### config.mk
export PLATFORM = sky130hd
export DESIGN_NAME = snoopy_bus_arbiter
export DESIGN_NICKNAME = d
export VERILOG_FILES = /design/src/rtl/snoopy_bus_arbiter.sv
export SDC_FILE = /design/constraint.sdc
export NUM_CORES = 1
export LEC_CHECK = 0
export ABC_AREA = 1
export CORE_MARGIN = 3
export CORE_UTILIZATION = 46
export DETAILED_ROUTE_END_ITERATION = 12
export GPL_TIMING_DRIVEN = 0
export HOLD_SLACK_MARGIN = 0.05
export PLACE_DENSITY = 0.83
export SLEW_MARGIN = 20
export SYNTH_ARGS = -nofsm -noshare
export SYNTH_HDL_FRONTEND = slang
export SYNTH_SLANG_ARGS = --single-unit
### constraint.sdc
create_clock -name clock -period 4.5 [get_ports clock]
set_input_delay 0.675 -clock clock [delete_from_list [all_inputs] [get_ports clock]]
set_output_delay 0.675 -clock clock [all_outputs]
set_load 0.02 [all_outputs]
### src/rtl/snoopy_bus_arbiter.sv
// Round-robin arbiter for a snoopy cache-coherent bus: IDLE -> SNOOP -> TRANSFER.
// Define BUS_TIMEOUT_EN to abort a TRANSFER that lasts TIMEOUT_CYCLES cycles.
module snoopy_bus_arbiter #(
   parameter int unsigned NUM_CACHES     = 4,
   parameter int unsigned TIMEOUT_CYCLES = 255
) (
   input  logic                    clock,
   input  logic                    reset,
   input  logic [NUM_CACHES-1:0]   busRequest,
   input  logic [2*NUM_CACHES-1:0] busCommandIn,
   input  logic [NUM_CACHES-1:0]   busRelease,
   input  logic [NUM_CACHES-1:0]   snoopRequest,
   input  logic [NUM_CACHES-1:0]   snoopShared,
   input  logic [NUM_CACHES-1:0]   snoopOwned,
   output logic [NUM_CACHES-1:0]   busGrant,
   output logic [1:0]              commandOut,
   output logic                    snoopValid,
   output logic                    sharedIn,
   output logic                    ownedIn,
   output logic [NUM_CACHES-1:0]   supplierSelect,
   output logic                    memorySupply,
   output logic                    busTimeout
);

   localparam int unsigned IDX_W = (NUM_CACHES > 1) ? $clog2(NUM_CACHES) : 1;
   localparam logic [NUM_CACHES-1:0] ONE = NUM_CACHES'(1);

   typedef enum logic [1:0] {IDLE, SNOOP, TRANSFER} state_t;
   typedef enum logic [1:0] {CMD_NONE, CMD_READ, CMD_READ_EX, CMD_INVAL} cmd_t;

   state_t                  state, state_next;
   logic [IDX_W-1:0]        last, win_idx, cand;
   int unsigned             cand_i;
   logic                    win_found;
   logic [NUM_CACHES-1:0]   win_oh, grant_q, others, sup_mask, supp_nx;
   logic [1:0]              cmd_arr [NUM_CACHES];
   cmd_t                    cmd_q;
   logic                    shared_q, owned_q, mem_q, is_inv;
   logic [NUM_CACHES-1:0]   supp_q;
   logic                    release_hit, timeout_hit, end_txn;

   for (genvar g = 0; g < NUM_CACHES; g++) begin : g_cmd
      assign cmd_arr[g] = busCommandIn[2*g +: 2];
   end

   // Search starts one past the last grantee, wrapping around.
   always_comb begin
      win_found = 1'b0;
      win_idx   = last;
      cand_i    = 0;
      cand      = '0;
      for (int unsigned k = 1; k <= NUM_CACHES; k++) begin
         cand_i = 32'(last) + k;
         if (cand_i >= NUM_CACHES) cand_i = cand_i - NUM_CACHES;
         cand = cand_i[IDX_W-1:0];
         if (!win_found && busRequest[cand]) begin
            win_found = 1'b1;
            win_idx   = cand;
         end
      end
      win_oh          = '0;
      win_oh[win_idx] = 1'b1;
   end

   // Snoop responses exclude the grantee; supplier is the lowest set bit.
   always_comb begin
      others   = ~grant_q;
      sup_mask = snoopRequest & others;
      is_inv   = (cmd_q == CMD_INVAL);
      supp_nx  = is_inv ? '0 : (sup_mask & (~sup_mask + ONE));
   end

   assign release_hit = (state == TRANSFER) && |(busRelease & grant_q);
   assign end_txn     = release_hit | timeout_hit;

`ifdef BUS_TIMEOUT_EN
   localparam int unsigned CNT_W = $clog2(TIMEOUT_CYCLES + 1);
   logic [CNT_W-1:0] xfer_cnt;

   always_ff @(posedge clock or posedge reset) begin
      if (reset)                  xfer_cnt <= '0;
      else if (state == SNOOP)    xfer_cnt <= '0;
      else if (state == TRANSFER) xfer_cnt <= xfer_cnt + CNT_W'(1);
   end

   assign timeout_hit = (state == TRANSFER) && (xfer_cnt == CNT_W'(TIMEOUT_CYCLES));
   assign busTimeout  = timeout_hit;
`else
   assign timeout_hit = 1'b0;
   assign busTimeout  = 1'b0;
`endif

   always_comb begin
      state_next = state;
      case (state)
         IDLE:     if (|busRequest) state_next = SNOOP;
         SNOOP:    state_next = TRANSFER;
         TRANSFER: if (end_txn) state_next = IDLE;
         default:  state_next = IDLE;
      endcase
   end

   always_ff @(posedge clock or posedge reset) begin
      if (reset) begin
         state    <= IDLE;
         last     <= IDX_W'(NUM_CACHES - 1);
         grant_q  <= '0;
         cmd_q    <= CMD_NONE;
         shared_q <= 1'b0;
         owned_q  <= 1'b0;
         supp_q   <= '0;
         mem_q    <= 1'b0;
      end else begin
         state <= state_next;
         case (state)
            IDLE: begin
               if (|busRequest) begin
                  grant_q <= win_oh;
                  cmd_q   <= cmd_t'(cmd_arr[win_idx]);
                  last    <= win_idx;
               end
            end
            SNOOP: begin
               shared_q <= !is_inv && |(snoopShared & others);
               owned_q  <= !is_inv && |(snoopOwned & others);
               supp_q   <= supp_nx;
               mem_q    <= !is_inv && (sup_mask == '0);
            end
            TRANSFER: begin
               if (end_txn) begin
                  grant_q  <= '0;
                  cmd_q    <= CMD_NONE;
                  shared_q <= 1'b0;
                  owned_q  <= 1'b0;
                  supp_q   <= '0;
                  mem_q    <= 1'b0;
               end
            end
            default: ;
         endcase
      end
   end

   assign busGrant       = grant_q;
   assign commandOut     = cmd_q;
   assign snoopValid     = (state == SNOOP);
   assign sharedIn       = shared_q;
   assign ownedIn        = owned_q;
   assign supplierSelect = supp_q;
   assign memorySupply   = mem_q;

endmodule

# Word-level counts from Yosys, hierarchy flattened
# Index checks and enable logic that the tools add are counted.
# totals
regBits,17
word_cells,103
# classes
addsub,9
n_lt_le_gt_ge,11
n_eq_ne,5
n_mux,38
n_bitwise,8
reduce_logical,24
# ops
op,n
$mux 2,13
$and 4x4->4,5
$pmux 4 s2,2
$reduce_or 4->1,4
$lt 2x3->1 const B,5
$ge 3x3->1 const B,4
$mux 4,3
$mux 1,9
$bmux 1 s2,4
$logic_and 1x1->1,8
$not 4->4,2
$sub 2x1->2 const B,4
$add 2x2->3 const B,2
$pmux 1 s2,3
$pmux 2 s3,1
$reduce_and 2->1,3
$add 2x3->4 const B,1
$add 4x1->4 const B,1
$bmux 2 s2,1
$eq 2x2->1 const B,2
$ge 4x3->1 const B,1
$logic_not 1->1,4
$logic_not 4->1,1
$ne 2x2->1 const B,2
9 further kinds,10

# Logic depth before layout (Yosys ltp)
# Gate-level depths: netlist (run 1).
# depth
depth_word,21
depth_mapped,14

# Worst setup path before layout (run 1)
# OpenSTA, ideal clock, no wires.
# synth_path
path_kind,input-to-reg
startpoint,input port busRelease[2]
endpoint,"register cmd_q[1], in the netlist commandOut[1]"
setup_time_ps,65
arrival_ps,1592
required_time_ps,4435
setup_slack_ps,2843
path_stages,6
n_path_buf,0
path_cell_list,a22o_1 > o21ai_1 > nand2_1 > inv_1 > nand2_1 > nand2_1
# synth_between
elab_chain_cells,5
# synth_rtl
element,line_no,text
"start, declared",11,"input logic [NUM_CACHES-1:0] busRelease,"
$and 4x4->4,73,assign release_hit = (state == TRANSFER) && |(busRelease & grant_q);
$reduce_or 4->1,73,
$logic_and 1x1->1,73,
$ne 2x2->1 (no line),--,
$reduce_and 3->1 (no line),--,
"end signal, assigned",119,cmd_q <= cmd_t'(cmd_arr[win_idx]);
"end, declared",37,cmd_t cmd_q;
# No other way between the ends.
# A chain may end at the register's enable or synchronous reset.

# Worst setup path after layout (run 1)
# layout_path
startpoint,register state[1]
endpoint,output port snoopValid
# layout_between
elab_chain_cells,1
# layout_rtl
element,line_no,text
"start, declared",31,"state_t state, state_next;"
"start signal, assigned",114,state <= state_next;
$eq 2x1->1,146,assign snoopValid = (state == SNOOP);
"end, declared",17,"output logic snoopValid,"
# No other way between the ends.

==> flow_summary.ini, run 1 <==
[routing]
drt-vias-per-instance = 5.394
routedWlPerCell_um = 13.41
drt-initial-drc-count = 30
routed_wirelength_um = 3097
antenna_violating_nets_post_route = 0
dr_total_vias = 1246
firstDrtPassIters = 4
detail_route.drc_violations = 0

[floorplanning]
io_pins = 45
initial_core_util = 0.5008
die_x_um = 55.78
dieArea_mm2 = 0.003111
die_height_um = 55.78
floorplan.core_area_mm2 = 0.002276
rows = 17

[placed_design]
place.detailed.hpwl_um = 2535
portBuffers = 43
place_congestion = 0.7539

[synth]
synth.yosys.warnings = 0
avgSynthCellArea_um2 = 7.307
synth_seq_cells = 17
synth.lib_cells_used.distinct = 23
synth.yosys.seq_area_share = 0.3754
post_syn_nets = 186
post_synth_inst_count = 156
post_synth_instance_area_mm2 = 0.001140

[critical_path]
critPathBufInv = 3
crit_chain = inv_1 -> nand2_1 -> inv_1 -> clkdlybuf4s50_1
cp_max_fo = 9
critPathKind = flip-flop to output port
crit_arrival_ps = 1750
worstSetupStartpointType = flip-flop
critPathMaxStageDelay_ps = 620
critPathRequiredTime_ps = 3830
cp_common_cell = sky130_fd_sc_hd__inv_1
timing.rr.start = last[0]
timing.critical_path.to_type = output port
worst_path_max_delay_cell = sky130_fd_sc_hd__clkdlybuf4s50_1
cp-startpoint = state[1]
timing.reg2reg.setup_slack_ps = 2700
cp_top_family = buffers and inverters

[cts]
tritoncts_clock_tree = yes
clk_transition_reported_paths_ps = 90
cts_inserted_buffers = 3
ctsLongestPathBuffers = 2
cts.repair.resized = 0
clk-insertion-delay-late_ps = 290
clockRootBuffer = sky130_fd_sc_hd__clkbuf_4
clock_sink_count = 17
post_cts_setup_driven_buffer_insertion_count = 0
h-tree-depth = 1
postCtsHoldBufs = 0

[sta]
fin_skew_ps = 9.776
setup_viol = 0
hold_ws_ps = 523.2
maxSlewHeadroom = 0.5829
max_slew.worst_pin.slew_ps = 625.0
rsz0062_at_grt = no
timing.final.crit_share = 0.5397
hold_viol_final = 0
fmax_ghz = 0.4118
period_minus_slack_ps = 2429
slew_violations = 0
total_negative_setup_slacks_ps = 0

[cells_and_area]
layout-drive-gt1-share = 0.1429
post-route-util = 0.7174
num_antenna_cells = 0
areaGrowthSynthToFinish_pct = 43.25
filler_cell_count = 195
final_net_count = 234

[hold_path]
startpoint_of_the_most_critical_hold_path = state[1]
hold_path.class = flip-flop to flip-flop

[global_route]
largest_net_degree_at_the_start_of_global_routing = 18
globalRouteTotalUtil = 0.2135
antenna_found_initial = 0
grt_pass1_vias = 1225
overflow = 0
grt_first_pass_wirelength_um = 5326

[run_status]
outcome = complete, no violations

[power]
power.leakage_nw = 0.7888
vdd_drop_max_uv = 524.0
cellPowerDensity_mw_per_mm2 = 721.2

[flow_run]
cap_viol_max_count = 0
per-stage QoR:
step	setup WS (ps)	cells	total power, W	instance area (um^2)
2_1_floorplan	2843	156	0.0008457	1140
3_3_place_gp	2178	227	0.001060	1605
3_5_place_dp	2123	227	0.001097	1605
4_1_cts	2075	231	0.001181	1633
5_1_grt	1956	231	0.001290	1633
6_report	2071	231	0.001178	1633
final timing paths:
check                                         end  cells after the start
worst min-delay path                     state[0]                      1
worst max-delay path                   snoopValid                      4
min in group asynchronous       supplierSelect[3]                      2
max in group asynchronous                state[1]                      2
worst min register to register           state[0]                      1
worst max register to register      commandOut[1]                     13
cells in the mapped netlist:
cell	count	area [um^2]
sky130_fd_sc_hd__nand2_1	46	172.7
sky130_fd_sc_hd__nand3_1	23	115.1
sky130_fd_sc_hd__dfrtp_1	15	375.4
sky130_fd_sc_hd__inv_1	15	56.30
sky130_fd_sc_hd__nand2_2	10	62.56
sky130_fd_sc_hd__o21ai_0	9	45.04
sky130_fd_sc_hd__a22o_1	4	35.03
sky130_fd_sc_hd__inv_2	4	15.01
sky130_fd_sc_hd__o22ai_1	4	25.02
sky130_fd_sc_hd__nand2_4	3	33.78
sky130_fd_sc_hd__nand3_2	3	30.03
sky130_fd_sc_hd__nor2_1	3	11.26
sky130_fd_sc_hd__a21oi_1	2	10.01
sky130_fd_sc_hd__a221oi_1	2	17.52
sky130_fd_sc_hd__dfstp_2	2	52.55
sky130_fd_sc_hd__nand3b_1	2	15.01
sky130_fd_sc_hd__nand4_1	2	12.51
sky130_fd_sc_hd__o21ai_1	2	10.01
sky130_fd_sc_hd__buf_4	1	7.510
sky130_fd_sc_hd__buf_6	1	11.26
sky130_fd_sc_hd__conb_1	1	3.750
sky130_fd_sc_hd__nor3_4	1	16.27
sky130_fd_sc_hd__nor4_1	1	6.260
power breakdown:
group          internal [W]  total [W]  switching [W]
sequential         0.000229   0.000283      0.0000541
clock             0.0000331  0.0000806      0.0000475
combinational      0.000312   0.000814       0.000502
sequential cells by signal, indices dropped and copies added, names as in the netlist:
register	count
supplierSelect	4
busGrant	4
commandOut	2
sharedIn	1
state	2
ownedIn	1
memorySupply	1
last	2
layout by cell type (no fill, tap or decap), types with 4 or more instances in the layout:
master                            count
sky130_fd_sc_hd__a22o_1               4
sky130_fd_sc_hd__dfrtp_1             15
sky130_fd_sc_hd__nand2_2             10
sky130_fd_sc_hd__nand2_1             46
sky130_fd_sc_hd__clkdlybuf4s50_1     43
sky130_fd_sc_hd__inv_1               15
sky130_fd_sc_hd__o21ai_0              9
sky130_fd_sc_hd__o22ai_1              4
sky130_fd_sc_hd__inv_2                4
sky130_fd_sc_hd__nand3_1             23
final cells by class:
class,count,area (um^2),area share
Inverter,19,71.32,0.04368
Multi-Input combinational cell,118,621.8,0.3808
Clock buffer,3,22.52,0.01379
Sequential cell,17,427.9,0.2621
Buffer,2,18.77,0.01149
Tap cell,28,35.03,0.02146
Timing Repair Buffer,43,430.4,0.2636
Clock inverter,1,5.005,0.003065
cell families after synthesis:
| group | share of synthesized area |
|---|---|
| AOI/OAI and AO/OA | 0.1251 |
| other | 0.003290 |
| DFF | 0.3754 |
| buffers and inverters | 0.07903 |
| and+or+nand+nor | 0.4171 |
routing by layer:
layer,track usage,vias up,wire length (um),share of wire
li1,-,614,-,-
met1,0.2666,581,1296,0.42
met2,0.3598,43,1576,0.51
met3,0.03480,8,157,0.051
met4,0.09375,0,68,0.022
met5,0,-,0,0
worst reg2reg max path: stages (launching register included):
cell	delay, ps
sky130_fd_sc_hd__dfstp_2	560
sky130_fd_sc_hd__inv_2	110
sky130_fd_sc_hd__nand2_1	80
sky130_fd_sc_hd__nand2_1	130
sky130_fd_sc_hd__nand2_1	120
sky130_fd_sc_hd__nand2_2	80
sky130_fd_sc_hd__nand2_2	90
sky130_fd_sc_hd__nand3_2	130
sky130_fd_sc_hd__nand2_2	120
sky130_fd_sc_hd__nand2_1	60
sky130_fd_sc_hd__nand2_1	50
sky130_fd_sc_hd__nand2_1	50
sky130_fd_sc_hd__nand3_1	70
sky130_fd_sc_hd__nand2_1	60
Note: power is estimated with default switching activity, not from simulation.
==> run 2, diff against run 1 <==
--- a/config.mk
+++ b/config.mk
@@ -7,11 +7,11 @@
 export LEC_CHECK = 0
 export ABC_AREA = 1
 export CORE_MARGIN = 3
-export CORE_UTILIZATION = 46
+export CORE_UTILIZATION = 43
 export DETAILED_ROUTE_END_ITERATION = 12
 export GPL_TIMING_DRIVEN = 0
 export HOLD_SLACK_MARGIN = 0.05
-export PLACE_DENSITY = 0.83
+export PLACE_DENSITY = 0.78
 export SLEW_MARGIN = 20
 export SYNTH_ARGS = -nofsm -noshare
 export SYNTH_HDL_FRONTEND = slang
==> constraint.sdc (replaced) <==
create_clock -name clock -period 2.5 [get_ports clock]
set_input_delay 0.375 -clock clock [delete_from_list [all_inputs] [get_ports clock]]
set_output_delay 0.375 -clock clock [all_outputs]
set_load 0.02 [all_outputs]
==> run 2 against run 1 <==
Effect of this change:
- hold slack worse by 71 ps
- first-iteration DRC count grew 87%
- total power grew 79%
- non-clock buffer count did not move
- clock skew down 2.1 ps
- wire length down 2.5%
- combinational power increased by 78%
- sequential share of layout area about the same
- global-route usage decreased by 2.2 points
- clock power rose by 81%
- sequential power increased by 81%
- register-to-register slack lost 2000 ps
- largest power group unchanged
==> flow_summary.ini, run 2 (synthesis results as in run 1) <==
[run_status]
outcome = complete, no violations

[placed_design]
placed_cell_area_mm2 = 0.001608
portBuffers = 43
post-place-cells = 229
place.detailed.hpwl_um = 2520
place_congestion = 0.7418

[critical_path]
cp_max_fo = 9
critPathKind = flip-flop to output port
critPathRequiredTime_ps = 2120
crit_arrival_ps = 1750
worstSetupStartpointType = flip-flop
timing.critical_path.to_type = output port

[floorplanning]
io_pins = 45
initial_core_util = 0.4560
die_height_um = 57.49
die_x_um = 57.49
rows = 18
floorplan.core_area_mm2 = 0.002500
dieArea_mm2 = 0.003305

[cells_and_area]
layout.cells.most_common_list = 46 x sky130_fd_sc_hd__nand2_1, 43 x sky130_fd_sc_hd__clkdlybuf4s50_1, 23 x sky130_fd_sc_hd__nand3_1, 15 x sky130_fd_sc_hd__inv_1, 15 x sky130_fd_sc_hd__dfrtp_1
num_antenna_cells = 0
layout-drive-gt1-share = 0.1429
final_net_count = 234
areaGrowthSynthToFinish_pct = 43.47
final_cells = 233
layout.cells.most_common = sky130_fd_sc_hd__nand2_1
finalInstanceArea_mm2 = 0.001635

[routing]
drt-initial-drc-count = 56
dr_total_vias = 1196
antenna_violating_nets_post_route = 0
firstDrtPassIters = 4
routed_wirelength_um = 3019
routedWlPerCell_um = 12.96
drt-vias-per-instance = 5.133
detail_route.drc_violations = 0

[global_route]
grt_first_pass_wirelength_um = 4988
antenna_found_initial = 0
overflow = 0
globalRouteTotalUtil = 0.1915
grt_pass1_vias = 1157
largest_net_degree_at_the_start_of_global_routing = 18

[sta]
period_minus_slack_ps = 2124
hold_ws_ps = 452.3
max_slew.worst_pin.slew_ps = 628.4
rsz0062_at_grt = no
fin_skew_ps = 7.642
timing.final.crit_share = 0.8497
maxSlewHeadroom = 0.5806
fmax_ghz = 0.4708
setup_viol = 0
total_negative_setup_slacks_ps = 0
hold_viol_final = 0
slew_violations = 0

[cts]
clk_transition_reported_paths_ps = 100
ctsLongestPathBuffers = 2
clock_sink_count = 17
clockRootBuffer = sky130_fd_sc_hd__clkbuf_4
postCtsHoldBufs = 0
clk-insertion-delay-late_ps = 300
post_cts_setup_driven_buffer_insertion_count = 0
cts_inserted_buffers = 3
tritoncts_clock_tree = yes
h-tree-depth = 1
cts.repair.resized = 0

[power]
power.net_switching_w = 0.001074
internal-power_w = 0.001034
p_comb_frac = 0.688
share_clk_of_total_power = 0.069
p_total_w = 0.002108
power.leakage_nw = 0.7888
swShare = 0.5094
cellPowerDensity_mw_per_mm2 = 1289
vdd_drop_max_uv = 904.6
p_seq_frac = 0.243

[flow_run]
cap_viol_max_count = 0

[hold_path]
hold_path.class = input port to async pin
-- run 2: cell counts in the layout (fill, tap and decap cells not counted) --
No cell type changed its count.
-- run 2: routing by layer --
layer  GRT usage  vias up  wire length (um)
met2      0.3258       39              1561
met5           0        -                 0
li1            -      616                 -
met1      0.2384      538              1261
met3     0.04299        3               178
met4     0.06291        0                17
-- run 2: through the flow --
step / setup slack, ps / utilization
6_report: 375.8 / 0.6542
5_1_grt: 250.4 / 0.6542
4_1_cts: 363.3 / 0.6542
3_5_place_dp: 423.2 / 0.6431
3_3_place_gp: 475.5 / 0.6431
2_1_floorplan: 919.6 / -
-- run 2: path summary, 6_finish.rpt --
check / cells past startpoint / slack [ps] / to / from
worst max-delay path: 4 / 380 / snoopValid / state[1]
worst max register to register: 11 / 700 / commandOut[0] / last[0]
max in group asynchronous: 2 / 1630 / supplierSelect[2] / reset
worst min-delay path: 2 / 450 / supplierSelect[3] / reset
min in group clock: 2 / 520 / sharedIn / sharedIn
worst min register to register: 2 / 520 / sharedIn / sharedIn
-- run 2: layout make-up --
type | count | area (um^2)
sequential | 17 | 427.9
fill | 225 | 864.6
buffer | 2 | 18.77
tap | 30 | 37.54
timing repair buffer | 43 | 430.4
clock inverter | 1 | 5.005
inverter | 19 | 71.32
multi-input combinational | 118 | 621.8
clock buffer | 3 | 22.52
-- run 2: power groups by stage --
stage	clock, W	sequential [W]	combinational, W
floorplan	0	0.000605	0.000917
global placement	0	0.000506	0.00141
finish	0.000146	0.000512	0.00145
detailed placement	0	0.000518	0.00145
CTS	0.000150	0.000514	0.00145
global route	0.000156	0.000530	0.00161
-- run 2: worst max-delay path: stages, from the launching register on --
cell and delay (ps):
sky130_fd_sc_hd__dfrtp_1 420, sky130_fd_sc_hd__inv_1 80, sky130_fd_sc_hd__nand2_1 200, sky130_fd_sc_hd__inv_1 140, sky130_fd_sc_hd__clkdlybuf4s50_1 610
==> run 3, diff against run 2 <==
==> constraint.sdc (replaced) <==
create_clock -name clock -period 2 [get_ports clock]
set_input_delay 0.3 -clock clock [delete_from_list [all_inputs] [get_ports clock]]
set_output_delay 0.3 -clock clock [all_outputs]
set_load 0.02 [all_outputs]
==> run 3 against run 2 <==
Effect of this change:
- utilization rose by 0.20 points
- sequential cell count unchanged
- total power up 25%
- critical path depth grew 7
- register-to-register slack lost 500 ps
- final cell count unchanged
- first-iteration DRC count is 3.6% higher
- cell area is 0.31% higher
- hold slack got worse by 76 ps
- clock-buffer cell count did not move
- sequential power increased by 26%
- die area did not move
- largest cell class unchanged
- largest power group unchanged
==> flow_summary.ini, run 3 (synthesis results as in run 1) <==
[run_status]
outcome = complete, no violations

[cells_and_area]
layout-drive-gt1-share = 0.1478
layout.cells.most_common_list = 45 x sky130_fd_sc_hd__nand2_1, 42 x sky130_fd_sc_hd__clkdlybuf4s50_1, 23 x sky130_fd_sc_hd__nand3_1, 15 x sky130_fd_sc_hd__inv_1, 15 x sky130_fd_sc_hd__dfrtp_1
final_cells = 233
post-route-util = 0.6562
final_net_count = 234
layout.cells.most_common = sky130_fd_sc_hd__nand2_1
num_antenna_cells = 0
areaGrowthSynthToFinish_pct = 43.91

[global_route]
overflow = 0
globalRouteTotalUtil = 0.1919
grt_first_pass_wirelength_um = 5002
largest_net_degree_at_the_start_of_global_routing = 18
grt_pass1_vias = 1158
antenna_found_initial = 0

[sta]
max_slew.worst_pin.slew_ps = 626.2
timing.final.crit_share = 0.9017
setup_viol = 0
fin_skew_ps = 7.642
hold_viol_final = 0
fmax_ghz = 0.5545
period_minus_slack_ps = 1803
rsz0062_at_grt = no
slew_violations = 0
maxSlewHeadroom = 0.5821
total_negative_setup_slacks_ps = 0

[placed_design]
place_congestion = 0.7418
portBuffers = 43
place.detailed.hpwl_um = 2520
post-place-cells = 229

[cts]
h-tree-depth = 1
ctsLongestPathBuffers = 2
post_cts_setup_driven_buffer_insertion_count = 0
tritoncts_clock_tree = yes
postCtsHoldBufs = 0
clk_transition_reported_paths_ps = 100
clk-insertion-delay-late_ps = 300
cts_inserted_buffers = 3
clockRootBuffer = sky130_fd_sc_hd__clkbuf_4
clock_sink_count = 17

[critical_path]
crit_chain = inv_2 -> nand2_1 -> nand2_1 -> nand2_4 -> nand2_4 -> nor2_1 -> nand3_1 -> nand2_2 -> nand3_1 -> nand3_1 -> nand2_1
critPathMaxStageDelay_ps = 570
critPathKind = flip-flop to flip-flop
timing.critical_path.to_type = flip-flop
crit_arrival_ps = 1990
worstSetupStartpointType = flip-flop
timing.reg2reg.setup_slack_ps = 200
worst_path_max_delay_cell = sky130_fd_sc_hd__dfstp_2
critPathRequiredTime_ps = 2190
cp_max_fo = 10

[floorplanning]
rows = 18
die_height_um = 57.49
io_pins = 45
die_x_um = 57.49
dieArea_mm2 = 0.003305
floorplan.core_area_mm2 = 0.002500
initial_core_util = 0.4560

[power]
p_total_w = 0.002638
power.leakage_nw = 0.8033
vdd_drop_max_uv = 1131
cellPowerDensity_mw_per_mm2 = 1608

[routing]
detail_route.drc_violations = 0
antenna_violating_nets_post_route = 0
drt-initial-drc-count = 58
routed_wirelength_um = 3028
drt-vias-per-instance = 5.146
routedWlPerCell_um = 13.00
dr_total_vias = 1199
firstDrtPassIters = 4

[flow_run]
cap_viol_max_count = 0

[hold_path]
hold_path.class = input port to async pin
## run 3: cell count changes in the layout (fill, tap and decap cells not counted), sizes merged
cell           delta
dlymetal6s2s      +1
clkdlybuf4s50     -1
## run 3: through the flow
step / hold WS (ps) / worst slack (ps) / area, um^2
2_1_floorplan: 224.6 / 419.6 / 1140
3_3_place_gp: 494.8 / 50.51 / 1608
3_5_place_dp: 502.8 / -1.814 / 1608
4_1_cts: 390.2 / 32.37 / 1638
5_1_grt: 418.1 / 43.08 / 1640
6_report: 376.3 / 196.6 / 1640
## run 3: metal layers
metal | vias to the layer above | GRT usage | wire, um
met5 | - | 0 | 0
met4 | 0 | 0.06291 | 17
met3 | 3 | 0.04299 | 178
met2 | 39 | 0.3258 | 1569
met1 | 541 | 0.2398 | 1263
li1 | 616 | - | -
## run 3: layout make-up
type | instances | area, um^2
flip-flops and latches | 17 | 427.9
plain buffers | 2 | 18.77
multi-input cells | 118 | 624.3
fillers | 224 | 859.6
well taps | 30 | 37.54
inverters | 19 | 71.32
clock inverters | 1 | 5.005
repair buffers | 43 | 432.9
clock buffers | 3 | 22.52
## run 3: critical path: cells and delay by family, from the launching register on
| kind | cells | cell delay (ps) |
|---|---|---|
| flip-flops | 1 | 570 |
| buffers and inverters | 1 | 100 |
| AND/OR/NAND/NOR | 10 | 1010 |
## run 3: final timing paths
check,from,end,cells after the start
worst max-delay path,last[0],commandOut[0],11
worst min-delay path,reset,supplierSelect[3],2
worst max register to register,last[0],commandOut[0],11
worst min register to register,sharedIn,sharedIn,2
max in group asynchronous,reset,supplierSelect[2],2
min in group clock,sharedIn,sharedIn,2
## run 3: power breakdown
| group | total (W) | switching [W] | leakage [nW] | internal, W |
|---|---|---|---|---|
| Clock | 0.000182 | 0.000108 | 0.0177 | 0.0000746 |
| Sequential | 0.000643 | 0.000127 | 0.214 | 0.000515 |
| Combinational | 0.00181 | 0.00111 | 0.572 | 0.000703 |
| Total | 0.00264 | 0.00135 | 0.803 | 0.00129 |
## run 3: timing repair
| action | CTS | global route |
|---|---|---|
| hold endpoints to repair | 0 | 0 |
| setup endpoints to repair | 1 | 1 |
| resized for setup | 1 | 1 |
| pin swaps | 0 | 0 |
| cloned | 0 | 0 |
==> variant (flow settings as in run 3) <==
Register the output `sharedIn` once more, without a reset; this adds one clock of latency there. The other outputs are not delayed to match.
--- a/src/rtl/snoopy_bus_arbiter.sv
+++ b/src/rtl/snoopy_bus_arbiter.sv
@@ -145,5 +145,7 @@
    assign commandOut     = cmd_q;
    assign snoopValid     = (state == SNOOP);
-   assign sharedIn       = shared_q;
+   always_ff @(posedge clock) begin
+      sharedIn <= shared_q;
+   end
    assign ownedIn        = owned_q;
    assign supplierSelect = supp_q;
Behaviour: not the same (a bounded check fails within 4 cycles, from zero or initial values and one cycle with reset high).
==> variant against run 3 <==
Cell area up 1.4%. Routed wire length up 2.4%. Power up 3.1%. Hold slack better by 0.0064 ns. Setup slack worse by 0.0061 ns. Sequential cell count up 1. Global-route usage up 0.64 points. Area after synthesis up 1.8%. Synthesized cell count up 0.64%.
==> variant: results (changes against run 3) <==
- NumNets Final: 235 (+0.43%)
- Mapped Cells: 157 (+0.64%)
- Clock Skew: 0.00789 ns (+0.000250 ns)
- TritonCTS Buffers: 3 (unchanged)
- Post-synth ARST share: 0.944 (-0.0556)
- Status: finished, final reports clean
- Post-route design area: 0.00166 mm² (+1.4%)
- Syn Nets: 187 (+0.54%)
- HPWL Detailed: 2.52 mm (about the same)
- GP Congestion: 0.782 (+5.4%)
- Synth area leaders: dfrtp_1, nand2_1, nand3_1
- Max stage delay on crit path: 0.57 ns (about the same)
- Leak pwr: 0.804 nW (about the same)
- Vias per cell: 5.30 (+3.1%)
- Dpl ws: 0.0242 ns (+0.0260 ns)
- Overall Global Routing Usage: 0.198 (+0.00638)
- Post-DR wirelength/cell: 13.3 µm (+2.0%)
- R2r worst-path depth: 13 (+2)
- Placed Area: 0.00163 mm² (+1.2%)
- Vias in the first global route: 1,249 (+7.9%)
- Max_slew headroom: 0.568 (-0.0142)
- DR iter-0 viols: 43 (-26%)
- Drt first pass iters: 4 (unchanged)
- Final cell count without fillers: 234 (+0.43%)
- Distinct cells, synth: 24 (+4.3%)
- Post-synthesis sequential area ratio: 0.386 (+0.0108)
- VDD IR max: 1040 µV (-7.7%)
variant: changes by cell type in the layout (fill, tap and decap cells not counted), sizes merged:
cell and delta:
clkinv -1, dlygate4sd2 +1, clkbuf +1, dlymetal6s2s -1
dfxtp +1
variant: power by group:
group | switching [mW] | internal [mW] | total (mW)
combinational | 1.13 | 0.696 | 1.82
sequential | 0.122 | 0.545 | 0.667
clock | 0.117 | 0.111 | 0.228
total | 1.37 | 1.35 | 2.72
variant: cell families (layout without fill, tap and decap cells):
kind of cell | count (synthesis) | in the layout | synth area share
AO/OA/AOI/OAI | 23 | 23 | 0.123
flip-flops | 18 | 18 | 0.386
AND/OR/NAND/NOR | 94 | 94 | 0.410
other | 1 | 1 | 0.00323
buffers and inverters | 21 | 68 | 0.0777
variant: layout make-up:
cell class | count | area share
multi-input combinational | 118 | 0.374
sequential | 18 | 0.269
timing repair buffer | 43 | 0.258
inverter | 19 | 0.0429
tap | 30 | 0.0226
clock buffer | 4 | 0.0218
buffer | 2 | 0.0113
variant: metal layers:
metal  share of wire  global-route usage
met3           0.059              0.0468
met5               0                   0
met2            0.52               0.339
met4           0.014              0.0695
met1            0.41               0.244
variant: worst max path at each step:
stage | end | cells past startpoint | slack, ns
after floorplan | commandOut[0] | 14 | 0.42
after detailed placement | commandOut[1] | 7 | 0.02
after global placement | commandOut[1] | 7 | 0.02
final | commandOut[0] | 13 | 0.19
after global routing | commandOut[0] | 13 | 0.05
after CTS | commandOut[0] | 13 | 0.20
variant: repair_timing:
item	CTS	global route
endpoints found under the hold margin	0	0
endpoints found under the setup margin	1	0
gates resized for setup	1	0
